## config.mk

```make
export PLATFORM = sky130hd
export DESIGN_NAME = rd_port_arbiter_flat
export DESIGN_NICKNAME = d
export VERILOG_FILES = /design/src/rtl/rd_port_arbiter_if.sv /design/src/rtl/rd_port_arbiter.sv /design/src/flat_wrapper.sv
export SDC_FILE = /design/constraint.sdc
export NUM_CORES = 1
export LEC_CHECK = 0
export CAP_MARGIN = 20
export CORE_AREA = 3 3 267 269
export DETAILED_ROUTE_END_ITERATION = 10
export DIE_AREA = 0 0 270 272
export HOLD_SLACK_MARGIN = 0.15
export PLACE_DENSITY_LB_ADDON = 0.12
export RECOVER_POWER = 100
export SLEW_MARGIN = 20
export SYNTH_ARGS = -nofsm -noshare
export SYNTH_HDL_FRONTEND = slang
export SYNTH_SLANG_ARGS = --single-unit
```

## constraint.sdc

```tcl
create_clock -name clk -period 3.3 [get_ports clk]
set_input_delay 0.66 -clock clk [delete_from_list [all_inputs] [get_ports clk]]
set_output_delay 0.66 -clock clk [all_outputs]
set_load 0.03 [all_outputs]
```

## src/rtl/rd_port_arbiter_if.sv

```systemverilog
// rtl/rd_port_arbiter_if.sv - read-port arbiter bus: two cache requesters plus AXI read bridge
interface rd_port_arbiter_if #(
   parameter int ADDR_W = 32,
   parameter int DATA_W = 256
) ();
   // port 0 (ICache) request/return
   logic              i_rd_req;
   logic [1:0]        i_rd_type;
   logic [ADDR_W-1:0] i_rd_addr;
   logic              i_rd_rdy;
   logic              i_ret_valid;
   logic              i_ret_half;
   // port 1 (DCache-side prefetcher) request/return
   logic              d_rd_req;
   logic [1:0]        d_rd_type;
   logic [ADDR_W-1:0] d_rd_addr;
   logic              d_rd_rdy;
   logic              d_ret_valid;
   logic              d_ret_half;
   // shared return data
   logic [DATA_W-1:0] ret_data;
   // AXI read bridge side
   logic              axi_rd_req;
   logic [1:0]        axi_rd_type;
   logic [ADDR_W-1:0] axi_rd_addr;
   logic              axi_rd_rdy;
   logic              axi_ret_valid;
   logic              axi_ret_half;
   logic [DATA_W-1:0] axi_ret_data;

   // arbiter view
   modport slave (
      input  i_rd_req, i_rd_type, i_rd_addr,
      output i_rd_rdy, i_ret_valid, i_ret_half,
      input  d_rd_req, d_rd_type, d_rd_addr,
      output d_rd_rdy, d_ret_valid, d_ret_half,
      output ret_data,
      output axi_rd_req, axi_rd_type, axi_rd_addr,
      input  axi_rd_rdy, axi_ret_valid, axi_ret_half, axi_ret_data
   );

   // requester/bridge environment view
   modport master (
      output i_rd_req, i_rd_type, i_rd_addr,
      input  i_rd_rdy, i_ret_valid, i_ret_half,
      output d_rd_req, d_rd_type, d_rd_addr,
      input  d_rd_rdy, d_ret_valid, d_ret_half,
      input  ret_data,
      input  axi_rd_req, axi_rd_type, axi_rd_addr,
      output axi_rd_rdy, axi_ret_valid, axi_ret_half, axi_ret_data
   );
endinterface

```

## src/rtl/rd_port_arbiter.sv

```systemverilog
// rtl/rd_port_arbiter.sv - round-robin arbiter sharing one AXI read port between ICache and prefetcher
module rd_port_arbiter #(
   parameter int CNT_W = 32
) (
   input  logic             clk,
   input  logic             resetn,
   rd_port_arbiter_if.slave bus,
   output logic [CNT_W-1:0] i_grant_cnt,
   output logic [CNT_W-1:0] d_grant_cnt
);

   typedef enum logic {IDLE, BUSY} state_t;

   state_t           state_q;
   logic             rr_pri_q;       // port favoured when both request
   logic             lock_q;         // grant frozen while the bridge stalls
   logic             locked_port_q;
   logic             owner_q;        // port that owns the outstanding transaction
   logic [CNT_W-1:0] i_cnt_q;
   logic [CNT_W-1:0] d_cnt_q;

   logic sel;
   logic sel_req;
   logic idle;
   logic busy;
   logic handshake;

   // pick the candidate port: a stalled grant stays put, otherwise sole requester or round-robin
   always_comb begin
      sel = rr_pri_q;
      if (lock_q)
         sel = locked_port_q;
      else if (bus.i_rd_req && !bus.d_rd_req)
         sel = 1'b0;
      else if (bus.d_rd_req && !bus.i_rd_req)
         sel = 1'b1;
   end

   assign idle      = (state_q == IDLE);
   assign busy      = (state_q == BUSY);
   assign sel_req   = sel ? bus.d_rd_req : bus.i_rd_req;
   assign handshake = bus.axi_rd_req && bus.axi_rd_rdy;

   assign bus.axi_rd_req  = idle && sel_req;
   assign bus.axi_rd_type = sel ? bus.d_rd_type : bus.i_rd_type;
   assign bus.axi_rd_addr = sel ? bus.d_rd_addr : bus.i_rd_addr;

   assign bus.i_rd_rdy = handshake && !sel;
   assign bus.d_rd_rdy = handshake && sel;

   // return beats only reach the owner, and only while a transaction is outstanding
   assign bus.i_ret_valid = busy && !owner_q && bus.axi_ret_valid;
   assign bus.i_ret_half  = busy && !owner_q && bus.axi_ret_half;
   assign bus.d_ret_valid = busy && owner_q && bus.axi_ret_valid;
   assign bus.d_ret_half  = busy && owner_q && bus.axi_ret_half;
   assign bus.ret_data    = bus.axi_ret_data;

   assign i_grant_cnt = i_cnt_q;
   assign d_grant_cnt = d_cnt_q;

   // transaction FSM with grant lock, round-robin pointer and grant counters
   always_ff @(posedge clk) begin
      if (!resetn) begin
         state_q       <= IDLE;
         rr_pri_q      <= 1'b1;
         lock_q        <= 1'b0;
         locked_port_q <= 1'b0;
         owner_q       <= 1'b0;
         i_cnt_q       <= '0;
         d_cnt_q       <= '0;
      end else begin
         case (state_q)
            IDLE: begin
               if (handshake) begin
                  state_q  <= BUSY;
                  owner_q  <= sel;
                  rr_pri_q <= ~sel;
                  lock_q   <= 1'b0;
                  if (sel)
                     d_cnt_q <= d_cnt_q + CNT_W'(1);
                  else
                     i_cnt_q <= i_cnt_q + CNT_W'(1);
               end else if (bus.axi_rd_req) begin
                  lock_q        <= 1'b1;
                  locked_port_q <= sel;
               end
            end
            BUSY: begin
               if (bus.axi_ret_valid)
                  state_q <= IDLE;
            end
            default: state_q <= IDLE;
         endcase
      end
   end

endmodule

```

## src/flat_wrapper.sv

```systemverilog
// flat-port wrapper written by rule: the top's interface ports become plain ports
module rd_port_arbiter_flat 
#(
   parameter int CNT_W = 32
)
  (clk, resetn, i_grant_cnt, d_grant_cnt, bus_i_rd_req, bus_i_rd_type, bus_i_rd_addr, bus_i_rd_rdy, bus_i_ret_valid, bus_i_ret_half, bus_d_rd_req, bus_d_rd_type, bus_d_rd_addr, bus_d_rd_rdy, bus_d_ret_valid, bus_d_ret_half, bus_ret_data, bus_axi_rd_req, bus_axi_rd_type, bus_axi_rd_addr, bus_axi_rd_rdy, bus_axi_ret_valid, bus_axi_ret_half, bus_axi_ret_data);
  rd_port_arbiter_if bus_i ();
  input  logic clk;
  input  logic resetn;
  output logic [CNT_W-1:0] i_grant_cnt;
  output logic [CNT_W-1:0] d_grant_cnt;
  input wire logic [$bits(bus_i.i_rd_req)-1:0] bus_i_rd_req;
  input wire logic [$bits(bus_i.i_rd_type)-1:0] bus_i_rd_type;
  input wire logic [$bits(bus_i.i_rd_addr)-1:0] bus_i_rd_addr;
  output wire logic [$bits(bus_i.i_rd_rdy)-1:0] bus_i_rd_rdy;
  output wire logic [$bits(bus_i.i_ret_valid)-1:0] bus_i_ret_valid;
  output wire logic [$bits(bus_i.i_ret_half)-1:0] bus_i_ret_half;
  input wire logic [$bits(bus_i.d_rd_req)-1:0] bus_d_rd_req;
  input wire logic [$bits(bus_i.d_rd_type)-1:0] bus_d_rd_type;
  input wire logic [$bits(bus_i.d_rd_addr)-1:0] bus_d_rd_addr;
  output wire logic [$bits(bus_i.d_rd_rdy)-1:0] bus_d_rd_rdy;
  output wire logic [$bits(bus_i.d_ret_valid)-1:0] bus_d_ret_valid;
  output wire logic [$bits(bus_i.d_ret_half)-1:0] bus_d_ret_half;
  output wire logic [$bits(bus_i.ret_data)-1:0] bus_ret_data;
  output wire logic [$bits(bus_i.axi_rd_req)-1:0] bus_axi_rd_req;
  output wire logic [$bits(bus_i.axi_rd_type)-1:0] bus_axi_rd_type;
  output wire logic [$bits(bus_i.axi_rd_addr)-1:0] bus_axi_rd_addr;
  input wire logic [$bits(bus_i.axi_rd_rdy)-1:0] bus_axi_rd_rdy;
  input wire logic [$bits(bus_i.axi_ret_valid)-1:0] bus_axi_ret_valid;
  input wire logic [$bits(bus_i.axi_ret_half)-1:0] bus_axi_ret_half;
  input wire logic [$bits(bus_i.axi_ret_data)-1:0] bus_axi_ret_data;
  assign bus_i.i_rd_req = bus_i_rd_req;
  assign bus_i.i_rd_type = bus_i_rd_type;
  assign bus_i.i_rd_addr = bus_i_rd_addr;
  assign bus_i_rd_rdy = bus_i.i_rd_rdy;
  assign bus_i_ret_valid = bus_i.i_ret_valid;
  assign bus_i_ret_half = bus_i.i_ret_half;
  assign bus_i.d_rd_req = bus_d_rd_req;
  assign bus_i.d_rd_type = bus_d_rd_type;
  assign bus_i.d_rd_addr = bus_d_rd_addr;
  assign bus_d_rd_rdy = bus_i.d_rd_rdy;
  assign bus_d_ret_valid = bus_i.d_ret_valid;
  assign bus_d_ret_half = bus_i.d_ret_half;
  assign bus_ret_data = bus_i.ret_data;
  assign bus_axi_rd_req = bus_i.axi_rd_req;
  assign bus_axi_rd_type = bus_i.axi_rd_type;
  assign bus_axi_rd_addr = bus_i.axi_rd_addr;
  assign bus_i.axi_rd_rdy = bus_axi_rd_rdy;
  assign bus_i.axi_ret_valid = bus_axi_ret_valid;
  assign bus_i.axi_ret_half = bus_axi_ret_half;
  assign bus_i.axi_ret_data = bus_axi_ret_data;
  rd_port_arbiter #(.CNT_W(CNT_W)) u_core (.clk(clk), .resetn(resetn), .bus(bus_i), .i_grant_cnt(i_grant_cnt), .d_grant_cnt(d_grant_cnt));
endmodule
```

After elaboration in Yosys (flattened, before gate mapping)
Index checks and enable logic that the tools add are counted.

storage, ports and cells
  flip-flop bits (word level) = 69
  output and inout bits = 361
  word-level logic and storage cells = 45

operators by class
  $add $sub $neg = 2
  multiplexer cells = 11
  bitwise gates (word level) = 3
  reduce and logical (&&, ||, !) cells = 22

operators with widths
  kind                   count
  $add 32x1->32 const B  2
  $mux 32                1
  $logic_and 1x1->1      12
  $reduce_and 3->1       3
  $mux 1                 8
  $logic_not 1->1        4
  $reduce_and 2->1       2
  $not 1->1              3
  $mux 2                 1
  $pmux 1 s2             1
  $reduce_bool 2->1      1

Longest topological paths before layout
  word-level depth = 10
  mapped depth = 8
  mapped depth without buffers = 6

Worst setup path after synthesis
OpenSTA, ideal clock, no wires.

  path type = input to output
  start point = in bus_d_rd_req
  end point = out bus_axi_rd_addr[10]
  arrival = 2.212 ns
  data required time = 2.640 ns
  setup slack = 0.428 ns
  stages on the path = 5
  buffers on the path = 1
  cells stage by stage = nor2b_1 > o211a_1 > nor2_1 > clkbuf_1 > mux2_2

on the way
  word-level cells in the longest chain between the ends = 5

ends and longest elaborated chain
  item                                                  line                                          text
  start: declaration                                    flat_wrapper.sv:18                            input wire logic [$bits(bus_i.d_rd_req)-1:0] bus_d_rd_req;
  $logic_and 1x1->1 or $logic_not 1->1 (tied branches)  rd_port_arbiter.sv:35, rd_port_arbiter.sv:33
  $mux 1 or $logic_and 1x1->1 (tied branches)           rd_port_arbiter.sv:35, rd_port_arbiter.sv:33
  $mux 1 *                                              rd_port_arbiter.sv:33                         else if (bus.i_rd_req && !bus.d_rd_req)
  $mux 1 *                                              rd_port_arbiter.sv:31                         if (lock_q)
  $mux 32 *                                             rd_port_arbiter.sv:46                         assign bus.axi_rd_addr = sel ? bus.d_rd_addr : bus.i_rd_addr;
  end: declaration                                      flat_wrapper.sv:27                            output wire logic [$bits(bus_i.axi_rd_addr)-1:0] bus_axi_rd_addr;

Mark *: on every way between the ends. The rest lies on a longest branch, timed or not.

Final worst setup path
  start point = in bus_d_rd_req
  end point = out bus_axi_rd_addr[12]

The elaborated chain is that of the path after synthesis.

==> results.toml <==
[status]
status = "finished clean"

[logic_synthesis]
synth.yosys.seq_area_share_pct = 24.3
syn-cell-area_um2 = 5700
synth_top_area_cell = "buf_4"
yosys_warnings = 0
synth.top_cell.area_share_pct = 33.7
synth_edf_count = 0
synthDistinctLibCells = 41
syn_avg_cell_area_um2 = 8.16
synth_most_common_cell = "buf_4"
synthTopCellsByArea = "buf_4 (34%), dfxtp_1 (24%), mux2_2 (6.7%), a21oi_1 (4.1%), or4_1 (3.0%)"
async_flop_share_pct = 0
synth_ff_type = "dfxtp_1"
syn_nets = 1031
ys_ff_latch = 69
synth_commonest_cells = "buf_4 (256), dfxtp_1 (69), a21oi_1 (47), mux2_2 (34), nand2_1 (30)"
syn_inst = 698

[final_layout]
layout.nets = 985
postLayoutCoreUtil_pct = 10.6
layout-drive-gt1-share_pct = 16.2
layout.cells.non_filler = 1587
area_growth_pct = 27.9
diodes = 0

[detailed_routing]
postRouteWirelength_mm = 24.2
wl_met3_mm = 2.32
wl_met2_mm = 10.5
wl_met1_mm = 10.4
highest_layer = "met5"
wl_per_cell_um = 15.3
detail-route-antenna-nets = 0
avgViaCountPerCell = 2.90
drt_pass1_iterations = 4
vias = 4598
drc = 0
drt_iter0_drc = 166

[hold_path]
hp-class = "reg2reg"

[worst_setup_path]
crit_start = "bus_d_rd_req"
crit_type = "in2out"
critPathArrivalTime_ns = 2.54
r2r_slack_ns = 0.47
ff2ff_path_depth = 6
crit_end = "bus_axi_rd_addr[12]"
critPathCaptureType = "output port"
worstReg2RegEnd = "u_core.i_grant_cnt[18]"
cp.required_ns = 2.64
worstSetupStartpointType = "input port"
cp_max_fo = 12
r2r_start = "u_core.locked_port_q"

[power]
pwr-share-seq_pct = 32.3
fin_total_pwr_uw = 2660
p_int_uw = 1860
vdd_drop_max_mv = 0.192
p_switching_uw = 794
powerDensity_nw_per_um2 = 365
power_frac_comb_pct = 22.9
clkPwrFrac_pct = 44.9
switching_share_pct = 29.9
p_leak_uw = 0.00239

[place]
gp_congestion = 0.660
dp_cells = 1568
portBuffers = 179
detailed_place_hpwl_mm = 19.1

[clocking]
cts-htree-levels = 3
tritoncts = "done"
cts.clk_slew.worst_paths_ns = 0.06
cts_root_buf = "clkbuf_16"
clockBufferDepth = 2
hold_buffers = 0
clk_latency_ns = 0.37
numClockSinks = 69
cts-buffers-inserted = 9

[sta]
relSlewSlack_pct = 36.5
setup_viol = 0
rsz0062_at_grt = "no"
period_needed_ns = 3.20
fmax_mhz = 313
finalMaxSlewViolations = 0
finalHoldWorstSlack_ns = 0.483
finalCritPeriodShare_pct = 96.8
finClkSkew_ns = 0.00845
worst_pin_slew_ns = 0.952
final-hold-violation-count = 0

[grt]
grt_use_total_pct = 6.53
grt_pass1_wl_mm = 34.9
grt-ovfl-total = 0
grt_max_degree = 30
antenna_found_initial = 0
grt_pass1_vias = 4943

[floorplanning]
std_cell_rows = 96
ios = 692
core_area_um2 = 68800
die-width_um = 270
start_util_pct = 8.28
design.die.area_um2 = 73400
die_y_um = 272

[flow_run]
maxCapViolCount = 0
## per-stage QoR
stage                     cell area, um^2  setup WS (ns)  TNS, ns
after floorplan                      5700          0.428        0
after global placement               7000         -0.223    -5.55
after detailed placement             7000         -0.241    -6.38
after CTS                            7380         0.0241        0
after global routing                 7280        0.00193        0
final                                7280          0.104        0
## layer usage
layer,vias up,track usage [%]
met2,275,9.67
met5,-,0.526
met4,2,3.93
met1,2131,7.59
met3,85,3.11
li1,2105,-
## state kept, by name (all words and copies together), names as in the netlist
register / count
u_core.d_grant_cnt: 32
u_core.i_grant_cnt: 32
u_core.busy: 1
u_core.lock_q: 1
u_core.locked_port_q: 1
u_core.owner_q: 1
u_core.rr_pri_q: 1
## kinds of logic (layout without fill, tap and decap cells)
group,after synthesis,count (layout),synth area share [%]
buf+inv,296,254,36.4
simple gates,166,166,16.5
compound gates,112,112,12.7
flops,69,69,24.3
mux,39,39,7.60
xor+xnor,14,14,2.15
fa+ha+maj,2,2,0.439
## power by group through the flow
stage	registers [uW]	clock network (uW)	logic, uW
after floorplan	878	0	871
after global placement	877	0	645
after detailed placement	877	0	639
after CTS	858	1280	653
after global routing	859	1290	652
final	858	1190	608
## critical path, cell delays in order
cell	delay [ns]
dlygate4sd2_1	0.28
nor2b_1	0.16
o211a_1	0.25
nor2_4	0.18
bufbuf_16	0.32
mux2_2	0.33
dlygate4sd2_1	0.35
## repair_timing
item | in CTS | in global routing
gates resized for setup | 28 | 4
buffers inserted | 1 | 1
gates cloned | 2 | 0
pin swaps | 1 | 1
setup endpoints to repair | 30 | 10
## worst min-delay path by stage
stage	start	endpoint	slack [ns]	depth (start not counted)
after global routing	u_core.i_grant_cnt[12]	u_core.i_grant_cnt[12]	0.52	2
after floorplan	u_core.rr_pri_q	u_core.rr_pri_q	0.46	1
final	u_core.i_grant_cnt[31]	u_core.i_grant_cnt[31]	0.48	2
after detailed placement	u_core.i_grant_cnt[31]	u_core.i_grant_cnt[31]	0.49	2
after global placement	u_core.i_grant_cnt[31]	u_core.i_grant_cnt[31]	0.48	2
after CTS	u_core.i_grant_cnt[31]	u_core.i_grant_cnt[31]	0.50	2
## final cells by class
cell class	instances	area, um^2
Fill cell	7981	61500
Multi-Input combinational cell	333	2250
Timing Repair Buffer	225	2100
Sequential cell	69	1380
Tap cell	931	1160
Clock buffer	9	225
Clock inverter	6	111
Inverter	14	52.6
## cell usage in the layout (no fill, tap or decap), types with 4 or more instances in the layout
cell type        synthesis  final
clkdlybuf4s50_1          0     72
dfxtp_1                 69     69
dlygate4sd3_1            0     68
a21oi_1                 47     47
buf_4                  256     42
mux2_2                  34     30
nand2_1                 30     30
nor2_1                  25     24
or4_1                   23     23
dlygate4sd2_1            0     22
nand3_1                 20     20
o31ai_1                 19     19
or3_1                   19     19
o21ai_0                 18     18
nand4_1                 17     17
inv_1                   14     13
xnor2_1                 12     12
clkbuf_1                25     10
clkbuf_16                0      9
a2111oi_0                7      7
and4_1                   6      6
o41ai_1                  6      6
nand2b_1                 5      5
mux2i_1                  5      5
or4b_2                   5      5
clkdlybuf4s15_1          0      5
mux2_1                   0      4
and3_1                   4      4
No activity file was read; power rests on OpenSTA's default activity.
